**config.mk**
```make
export PLATFORM = sky130hd
export DESIGN_NAME = uart_collector
export DESIGN_NICKNAME = d
export VERILOG_FILES = /design/src/rtl/uart_collector_pkg.sv /design/src/rtl/uart_collector_fifo.sv /design/src/rtl/uart_collector.sv
export SDC_FILE = /design/constraint.sdc
export NUM_CORES = 1
export LEC_CHECK = 0
export BUFFER_PORTS_ARGS = -buffer_cell sky130_fd_sc_hd__buf_2
export CAP_MARGIN = 20
export CORE_UTILIZATION = 60
export CTS_BUF_LIST = sky130_fd_sc_hd__clkbuf_2
export CTS_CLUSTER_SIZE = 10
export DETAILED_ROUTE_END_ITERATION = 8
export GPL_TIMING_DRIVEN = 0
export HOLD_SLACK_MARGIN = 0.03
export MAX_ROUTING_LAYER = met4
export PLACE_DENSITY = 0.77
export SLEW_MARGIN = 20
export SYNTH_ARGS = -nofsm -noshare
export SYNTH_HDL_FRONTEND = slang
export SYNTH_HIERARCHICAL = 1
export SYNTH_SLANG_ARGS = --single-unit
```
**constraint.sdc**
```tcl
create_clock -name i_clk -period 3.74 [get_ports i_clk]
set_input_delay 0.748 -clock i_clk [delete_from_list [all_inputs] [get_ports i_clk]]
set_output_delay 0.748 -clock i_clk [all_outputs]
set_load 0.01 [all_outputs]
```
**src/rtl/uart_collector_pkg.sv**
```systemverilog
// Shared constants for the UART receive path: FSM state encodings,
// the end-of-line byte and the clocks-per-bit rounding rule.
package uart_collector_pkg;

  localparam logic [2:0] ST_IDLE  = 3'd0;
  localparam logic [2:0] ST_START = 3'd1;
  localparam logic [2:0] ST_DATA  = 3'd2;
  localparam logic [2:0] ST_STOP  = 3'd3;
  localparam logic [2:0] ST_BREAK = 3'd4;

  localparam logic [7:0] NEWLINE = 8'h0A;

  // Round-to-nearest division so the bit period error stays under half a clock.
  function automatic int unsigned clks_per_bit(input int unsigned freq_hz,
                                               input int unsigned baud);
    return (freq_hz + (baud / 32'd2)) / baud;
  endfunction

endpackage

```
**src/rtl/uart_collector_fifo.sv**
```systemverilog
// First-word-fall-through FIFO holding {tlast, tdata} entries.
// The head entry is visible on o_dout whenever the FIFO is not empty;
// o_dout is forced to zero while empty so the stream outputs idle at 0.
module uart_collector_fifo #(
  parameter int aw = 4
) (
  input  logic       i_clk,
  input  logic       i_rst,
  input  logic       i_push,
  input  logic [8:0] i_din,
  input  logic       i_pop,
  output logic [8:0] o_dout,
  output logic       o_empty,
  output logic       o_accept
);

  localparam int DEPTH = 1 << aw;
  localparam logic [aw:0] CNT_FULL = {1'b1, {aw{1'b0}}};

  logic [8:0]    mem [0:DEPTH-1];
  logic [aw-1:0] wr_q, wr_d;
  logic [aw-1:0] rd_q, rd_d;
  logic [aw:0]   cnt_q, cnt_d;
  logic          full_s;
  logic          do_pop_s;
  logic          do_push_s;

  assign full_s    = (cnt_q == CNT_FULL);
  assign o_empty   = (cnt_q == {(aw+1){1'b0}});
  // A full FIFO can still take a byte when the head leaves in the same cycle.
  assign do_pop_s  = i_pop & ~o_empty;
  assign do_push_s = i_push & (~full_s | do_pop_s);
  assign o_accept  = do_push_s;
  assign o_dout    = o_empty ? 9'h000 : mem[rd_q];

  // Pointer and occupancy next-state.
  always_comb begin
    wr_d  = wr_q;
    rd_d  = rd_q;
    cnt_d = cnt_q;
    if (do_push_s) begin
      wr_d = wr_q + aw'(1);
    end else begin
      wr_d = wr_q;
    end
    if (do_pop_s) begin
      rd_d = rd_q + aw'(1);
    end else begin
      rd_d = rd_q;
    end
    case ({do_push_s, do_pop_s})
      2'b10:   cnt_d = cnt_q + (aw+1)'(1);
      2'b01:   cnt_d = cnt_q - (aw+1)'(1);
      default: cnt_d = cnt_q;
    endcase
  end

  // Pointer and occupancy registers.
  always_ff @(posedge i_clk) begin
    if (i_rst) begin
      wr_q  <= {aw{1'b0}};
      rd_q  <= {aw{1'b0}};
      cnt_q <= {(aw+1){1'b0}};
    end else begin
      wr_q  <= wr_d;
      rd_q  <= rd_d;
      cnt_q <= cnt_d;
    end
  end

  // Storage array; contents need no reset because o_dout is masked while empty.
  always_ff @(posedge i_clk) begin
    if (do_push_s) begin
      mem[wr_q] <= i_din;
    end
  end

endmodule

```
**src/rtl/uart_collector.sv**
```systemverilog
// 8N1 UART receiver feeding an AXI-Stream byte interface through a small
// FWFT FIFO. o_tlast flags a newline byte. The serial side never stalls:
// a byte arriving at a full FIFO is dropped and reported on o_overrun.
module uart_collector
  import uart_collector_pkg::*;
#(
  parameter int unsigned clk_freq_hz = 32'd16000000,
  parameter int unsigned baud_rate   = 32'd57600,
  parameter int          fifo_aw     = 4
) (
  input  logic       i_clk,
  input  logic       i_rst,
  input  logic       i_uart_rx,
  output logic [7:0] o_tdata,
  output logic       o_tlast,
  output logic       o_tvalid,
  input  logic       i_tready,
  output logic       o_frame_err,
  output logic       o_overrun
);

  localparam int unsigned CPB = clks_per_bit(clk_freq_hz, baud_rate);
  localparam int          CW  = $clog2(CPB + 32'd1);
  localparam logic [CW-1:0] CNT_LAST = CW'(CPB - 32'd1);
  localparam logic [CW-1:0] CNT_HALF = CW'((CPB / 32'd2) - 32'd1);

  logic          sync1_q, sync2_q;
  logic          rx_s;
  logic [2:0]    state_q, state_d;
  logic [CW-1:0] cnt_q, cnt_d;
  logic [2:0]    idx_q, idx_d;
  logic [7:0]    shift_q, shift_d;
  logic          push_q, push_d;
  logic [7:0]    push_data_q, push_data_d;
  logic          push_last_q, push_last_d;
  logic          ferr_q, ferr_d;
  logic [8:0]    head_s;
  logic          empty_s;
  logic          accept_s;
  logic          pop_s;

  assign rx_s = sync2_q;

  // Two-flop synchronizer; idles high so reset never looks like a start bit.
  always_ff @(posedge i_clk) begin
    if (i_rst) begin
      sync1_q <= 1'b1;
      sync2_q <= 1'b1;
    end else begin
      sync1_q <= i_uart_rx;
      sync2_q <= sync1_q;
    end
  end

  // Receiver FSM: start qualification at half bit, then mid-bit sampling.
  always_comb begin
    state_d     = state_q;
    cnt_d       = cnt_q;
    idx_d       = idx_q;
    shift_d     = shift_q;
    push_d      = 1'b0;
    push_data_d = push_data_q;
    push_last_d = push_last_q;
    ferr_d      = 1'b0;
    case (state_q)
      ST_IDLE: begin
        if (rx_s == 1'b0) begin
          state_d = ST_START;
          cnt_d   = {CW{1'b0}};
        end else begin
          state_d = ST_IDLE;
        end
      end
      ST_START: begin
        if (cnt_q == CNT_HALF) begin
          cnt_d = {CW{1'b0}};
          idx_d = 3'd0;
          // A line that is high again at mid start bit was only a glitch.
          if (rx_s == 1'b1) begin
            state_d = ST_IDLE;
          end else begin
            state_d = ST_DATA;
          end
        end else begin
          cnt_d = cnt_q + CW'(1);
        end
      end
      ST_DATA: begin
        if (cnt_q == CNT_LAST) begin
          cnt_d   = {CW{1'b0}};
          shift_d = {rx_s, shift_q[7:1]};
          if (idx_q == 3'd7) begin
            state_d = ST_STOP;
          end else begin
            idx_d = idx_q + 3'd1;
          end
        end else begin
          cnt_d = cnt_q + CW'(1);
        end
      end
      ST_STOP: begin
        if (cnt_q == CNT_LAST) begin
          cnt_d = {CW{1'b0}};
          if (rx_s == 1'b1) begin
            push_d      = 1'b1;
            push_data_d = shift_q;
            push_last_d = (shift_q == NEWLINE);
            state_d     = ST_IDLE;
          end else begin
            ferr_d  = 1'b1;
            state_d = ST_BREAK;
          end
        end else begin
          cnt_d = cnt_q + CW'(1);
        end
      end
      ST_BREAK: begin
        // Hold off start detection until the line has returned to idle.
        if (rx_s == 1'b1) begin
          state_d = ST_IDLE;
        end else begin
          state_d = ST_BREAK;
        end
      end
      default: begin
        state_d = ST_IDLE;
      end
    endcase
  end

  // Receiver state and registered push/error strobes.
  always_ff @(posedge i_clk) begin
    if (i_rst) begin
      state_q     <= ST_IDLE;
      cnt_q       <= {CW{1'b0}};
      idx_q       <= 3'd0;
      shift_q     <= 8'h00;
      push_q      <= 1'b0;
      push_data_q <= 8'h00;
      push_last_q <= 1'b0;
      ferr_q      <= 1'b0;
    end else begin
      state_q     <= state_d;
      cnt_q       <= cnt_d;
      idx_q       <= idx_d;
      shift_q     <= shift_d;
      push_q      <= push_d;
      push_data_q <= push_data_d;
      push_last_q <= push_last_d;
      ferr_q      <= ferr_d;
    end
  end

  uart_collector_fifo #(
    .aw(fifo_aw)
  ) u_fifo (
    .i_clk   (i_clk),
    .i_rst   (i_rst),
    .i_push  (push_q),
    .i_din   ({push_last_q, push_data_q}),
    .i_pop   (pop_s),
    .o_dout  (head_s),
    .o_empty (empty_s),
    .o_accept(accept_s)
  );

  assign o_tvalid    = ~empty_s;
  assign pop_s       = ~empty_s & i_tready;
  assign o_tdata     = head_s[7:0];
  assign o_tlast     = head_s[8];
  assign o_frame_err = ferr_q;
  // Overrun is flagged in the push cycle itself, when the FIFO refuses the byte.
  assign o_overrun   = push_q & ~accept_s;

endmodule

```
==> impl_metrics.ini, run 1 <==
[status]
status = completed

[synth]
yosys_most_used_dff = edfxtp_1
synth_common_cells = edfxtp_1 (144), dfxtp_1 (53), mux4_2 (36), nor2_1 (36), mux2i_1 (28)
syn_nets = 559
postSynthAreaPerCell_um2 = 15.27
mappedNetlistArea_mm2 = 0.008263
ys_ff_latch = 197
synthArstFlopShare_pct = 0
synth_top_area_cell = edfxtp_1
yosysSeqAreaShare_pct = 65.17
synth_top_area_share_pct = 52.33
yosysWarnings = 6
synth_edf_count = 144
synth.distinct_cells = 58
ys_top_cells_by_area = edfxtp_1 (52%), dfxtp_1 (13%), mux4_2 (9.8%)
yosysMostFrequentCell = edfxtp_1
syn_inst = 541

[sta]
fmax_ghz = 0.2811
post-route-min-period_ps = 3557
tightest_slew_ps = 681.9
finClkSkew_ps = 23.93
rsz0062_at_grt = false
slew_headroom_pct = 54.48
holdWs_ps = 156.2
finalSetupViolCount = 0
finalHoldViolCount = 0
final-max-slew-violation-count = 0
finalCritPeriodShare_pct = 95.12
setup-tns-final_ps = 0

[clocking]
tritoncts = yes
clockBufferDepth = 2
cts_buffers = 17
cts.sinks = 197
clock_latency_ps = 760
path_clk_slew_ps = 240
cts.htree.levels = 4
ctsRootBufferMaster = clkbuf_2
cts_hold_buf = 0

[setup_path]
cp-start-kind = flop
startpoint = u_fifo/cnt_q[0]$_SDFFE_PP0P_
crit_path_top_delay_cell = or4_1
crit_path_end_kind = output pin
crit_path_max_fanout = 9
worstPathArrival_ps = 2810
crit_top_cell = nor2b_2
crit_chain = or4_1, buf_6, nor2_4, nor2b_2, nand2b_4, o21ai_4, inv_2, nor2b_2, buf_2
r2r-start = u_fifo/cnt_q[4]$_SDFFE_PP0P_
cp.required_ps = 2990
crit_type = flop to output pin
critPathTopFamily = simple AND/OR/NAND/NOR gates
path_buf_inv = 3
cpPeakStageDelay_ps = 530

[cells_and_area]
fill_cells = 945
syn2layout_area_growth_pct = 7.193
register_area_mm2 = 0.005390
final_nets = 596
stdcell_count = 767
final_util_pct = 66.36
diodes = 0
layout-drive-gt1-share_pct = 19.12
multi_input_area_mm2 = 0.002728

[power_and_ir_drop]
static-leakage-power_nw = 3.043
power_w = 0.003633
vdd_drop_max_uv = 253.3
power_density_mw_per_mm2 = 410.1

[detailed_routing]
viasPerCell = 6.151
finalWirelength_mm = 15.76
vias = 4718
antenna_left = 0
firstDrtPassIters = 5
routedWlPerCell_um = 20.55
first_iter_violations = 401
post-route-drc-count = 0

[floorplanning]
dieArea_mm2 = 0.01424
core_mm2 = 0.01335
die_w_um = 119.4
start_util_pct = 61.90
die_h_um = 119.4
fp-row-count = 42
io_pins = 16

[placed_design]
place_hpwl_mm = 10.41
dpl.cell_count = 732
routabilityCongestion = 0.7916
io_buffers = 15

[global_routing]
antenna_found_initial = 0
grt_pass1_wl_mm = 24.84
grt_usage_pct = 24.63
grt_pass1_vias = 4636
grt_max_degree = 18
grt_overflow = 0

[job]
cap_violations = 0

[worst_hold_path]
holdCritPathClass = input pin to flop
hold_start = i_uart_rx
-- cell families (layout without fill, tap and decap cells) --
kind of cell / after synthesis / in the layout / share of synthesized area [%]
xor gates and xnor gates: 5 / 5 / 0.5301
muxes: 66 / 66 / 13.48
adders and majority gates: 14 / 14 / 2.211
AOI/OAI and AO/OA: 77 / 77 / 6.784
buffers and inverters: 38 / 88 / 2.059
and+or+nand+nor: 144 / 144 / 9.767
DFF: 197 / 197 / 65.17
-- where the power goes --
part	switching [W]	internal (W)
clock network	0.000647	0.000351
registers	0.0000302	0.00233
logic	0.000171	0.000100
-- layer usage --
layer	GRT usage, %	up-vias	wire length [um]
li1	-	2175	-
met1	31.14	2369	6473
met2	40.04	145	8162
met3	4.502	29	783
met4	9.219	0	341
met5	-	-	0
-- final cells by class --
type | count | area share [%]
Clock inverter | 15 | 1.625
Inverter | 14 | 0.5933
Sequential cell | 197 | 60.86
Tap cell | 176 | 2.486
Multi-Input combinational cell | 306 | 30.80
Buffer | 24 | 1.582
Timing Repair Buffer | 18 | 1.102
Clock buffer | 17 | 0.9606
-- final timing paths --
kind	endpoint	slack [ps]	depth (start not counted)
max	o_overrun	180	9
min	sync1_q$_SDFF_PP1_	160	2
max reg2reg	u_fifo/cnt_q[4]$_SDFFE_PP0P_	600	10
min reg2reg	rx_s$_SDFF_PP1_	450	1
-- cells in the final DEF (no fill, tap or decap), types with 15 or more instances in the layout --
| cell | n |
|---|---|
| dfxtp_1 | 51 |
| and2_1 | 19 |
| buf_2 | 18 |
| a211oi_1 | 23 |
| nor2b_1 | 15 |
| mux2i_1 | 28 |
| nand2_1 | 15 |
| nor2_1 | 35 |
| mux4_2 | 36 |
| edfxtp_1 | 144 |
| clkbuf_2 | 21 |
-- state kept, by name, summed over array words and instances, names as in the netlist, 3 cells and up, named ones only --
register,flops
cnt_q,9
idx_q,3
push_data_q,8
shift_q,8
state_q,3
u_fifo/cnt_q,5
u_fifo/mem,144
u_fifo/rd_q,4
u_fifo/wr_q,4
-- repair_timing --
action	4_1_cts	5_1_grt
gates resized for setup	13	7
setup endpoints to repair	11	10
setup buffers	2	1
pin swaps	2	0
-- through the flow --
stage | cell area (um2) | setup WS, ps
2_1_floorplan | 8263 | 464.6
3_3_place_gp | 8558 | -79.79
3_5_place_dp | 8558 | -213.2
4_1_cts | 8835 | 23.19
5_1_grt | 8857 | 24.56
6_report | 8857 | 182.7
No activity file was read; power rests on OpenSTA's default activity.
==> inputs of run 2 (changes only) <==
CORE_ASPECT_RATIO = 1.1   (was not set)
GPL_ROUTABILITY_DRIVEN = 0   (was not set)
==> impl_metrics.ini, run 2 (synthesized netlist as in run 1, its figures left out) <==
[status]
status = completed

[sta]
finClkSkew_ps = 32.91
fmax_ghz = 0.2798
post-route-min-period_ps = 3574
finalSetupViolCount = 0
slew_headroom_pct = 54.25
rsz0062_at_grt = true
final-max-slew-violation-count = 0
finalCritPeriodShare_pct = 95.57
tightest_slew_ps = 685.4
finalHoldViolCount = 0

[clocking]
cts.sinks = 197
cts_hold_buf = 0
ctsRootBufferMaster = clkbuf_2
clock_latency_ps = 760
clockBufferDepth = 2
tritoncts = yes
cts_buffers = 17
path_clk_slew_ps = 210
cts.htree.levels = 4

[cells_and_area]
top_register = u_fifo/mem
stdcell_count = 774
layout-drive-gt1-share_pct = 19.19
syn2layout_area_growth_pct = 6.890
largestRegisters = u_fifo/mem: 144 flops, cnt_q: 9 flops
final_common_cell = edfxtp_1
final_area_mm2 = 0.008832
final_cell_mix = edfxtp_1 (144), dfxtp_1 (51), mux4_2 (36)
final_nets = 595
largest_reg_flops = 144

[setup_path]
crit_type = flop to output pin
cp.required_ps = 2990
cp-start-kind = flop
crit_path_end_kind = output pin
crit_path_max_fanout = 9
worstPathArrival_ps = 2830

[floorplanning]
io_pins = 16
fp-row-count = 44
start_util_pct = 62.02
dieArea_mm2 = 0.01425
die_h_um = 125.1
die_w_um = 113.9
core_mm2 = 0.01332

[power_and_ir_drop]
vdd_drop_max_uv = 309.7
static-leakage-power_nw = 3.024
power_density_mw_per_mm2 = 404.1

[detailed_routing]
routedWlPerCell_um = 19.71
viasPerCell = 6.003
finalWirelength_mm = 15.26
post-route-drc-count = 0
firstDrtPassIters = 5
antenna_left = 0
first_iter_violations = 429
vias = 4646

[global_routing]
grt_pass1_wl_mm = 24.54
grt_pass1_vias = 4677
antenna_found_initial = 0
grt_overflow = 0
grt_usage_pct = 24.27
grt_max_degree = 18

[worst_hold_path]
holdCritPathClass = input pin to flop

[job]
cap_violations = 0

[placed_design]
dpl.cell_count = 740
place_hpwl_mm = 10.13
io_buffers = 15
dpl_cell_area_mm2 = 0.008568
==> run 2: report_power, final <==
part	switching (W)	internal, W
registers	0.0000292	0.00233
logic	0.000171	0.000100
clock network	0.000645	0.000289
==> run 2: worst max-delay path, stage by stage (launching register included) <==
cell	delay (ps)
dfxtp_2	390
or4_1	540
buf_6	170
nor2_4	120
nor2b_2	110
nand2b_4	180
o21ai_4	190
inv_2	80
nor2b_1	150
buf_2	160
==> run 2: repair_timing <==
item / in CTS / in global routing
endpoints found under the setup margin: 11 / 10
cloned: 0 / 0
setup buffers: 2 / 0
gates resized for setup: 9 / 10
pin swaps: 2 / 0
==> run 2: final timing paths <==
path                                                   start                            to  slack, ps  depth (start not counted)
worst max register to register  u_fifo/cnt_q[4]$_SDFFE_PP0P_  u_fifo/cnt_q[4]$_SDFFE_PP0P_        620                         10
worst min-delay path                               i_uart_rx            sync1_q$_SDFF_PP1_        170                          2
worst min register to register            sync1_q$_SDFF_PP1_               rx_s$_SDFF_PP1_        440                          1
worst max-delay path            u_fifo/cnt_q[0]$_SDFFE_PP0P_                     o_overrun        170                          9
==> run 2: area by class of cell <==
| class | instances | area [um2] |
|---|---|---|
| clock buffers | 18 | 90.09 |
| fillers | 984 | 4491 |
| well taps | 184 | 230.2 |
| diodes | 1 | 2.502 |
| repair buffers | 17 | 90.09 |
| clock inverters | 13 | 116.4 |
| inverters | 14 | 52.55 |
| multi-input cells | 306 | 2725 |
| plain buffers | 24 | 137.6 |
| flip-flops and latches | 197 | 5388 |
==> run 2: metrics by stage <==
stage               utilization [%]  total power (W)  hold slack, ps  setup WS, ps  setup TNS [ps]
finish                        66.29         0.003569           170.2         165.8               0
global route                  66.28         0.003727           70.29        -75.56          -75.56
CTS                           66.15         0.003596           101.4         1.583               0
detailed placement            64.31         0.002672           399.7        -218.3          -313.4
global placement              64.31         0.002661           393.2        -47.82          -47.82
floorplan                         -         0.002601           389.5         464.6               0
==> run 2: per-layer routing <==
metal,global-route usage [%],wire (um),vias up
li1,-,-,2169
met1,30.90,6454,2333
met2,38.88,7729,123
met3,5.332,765,21
met4,8.174,308,0
met5,-,0,-
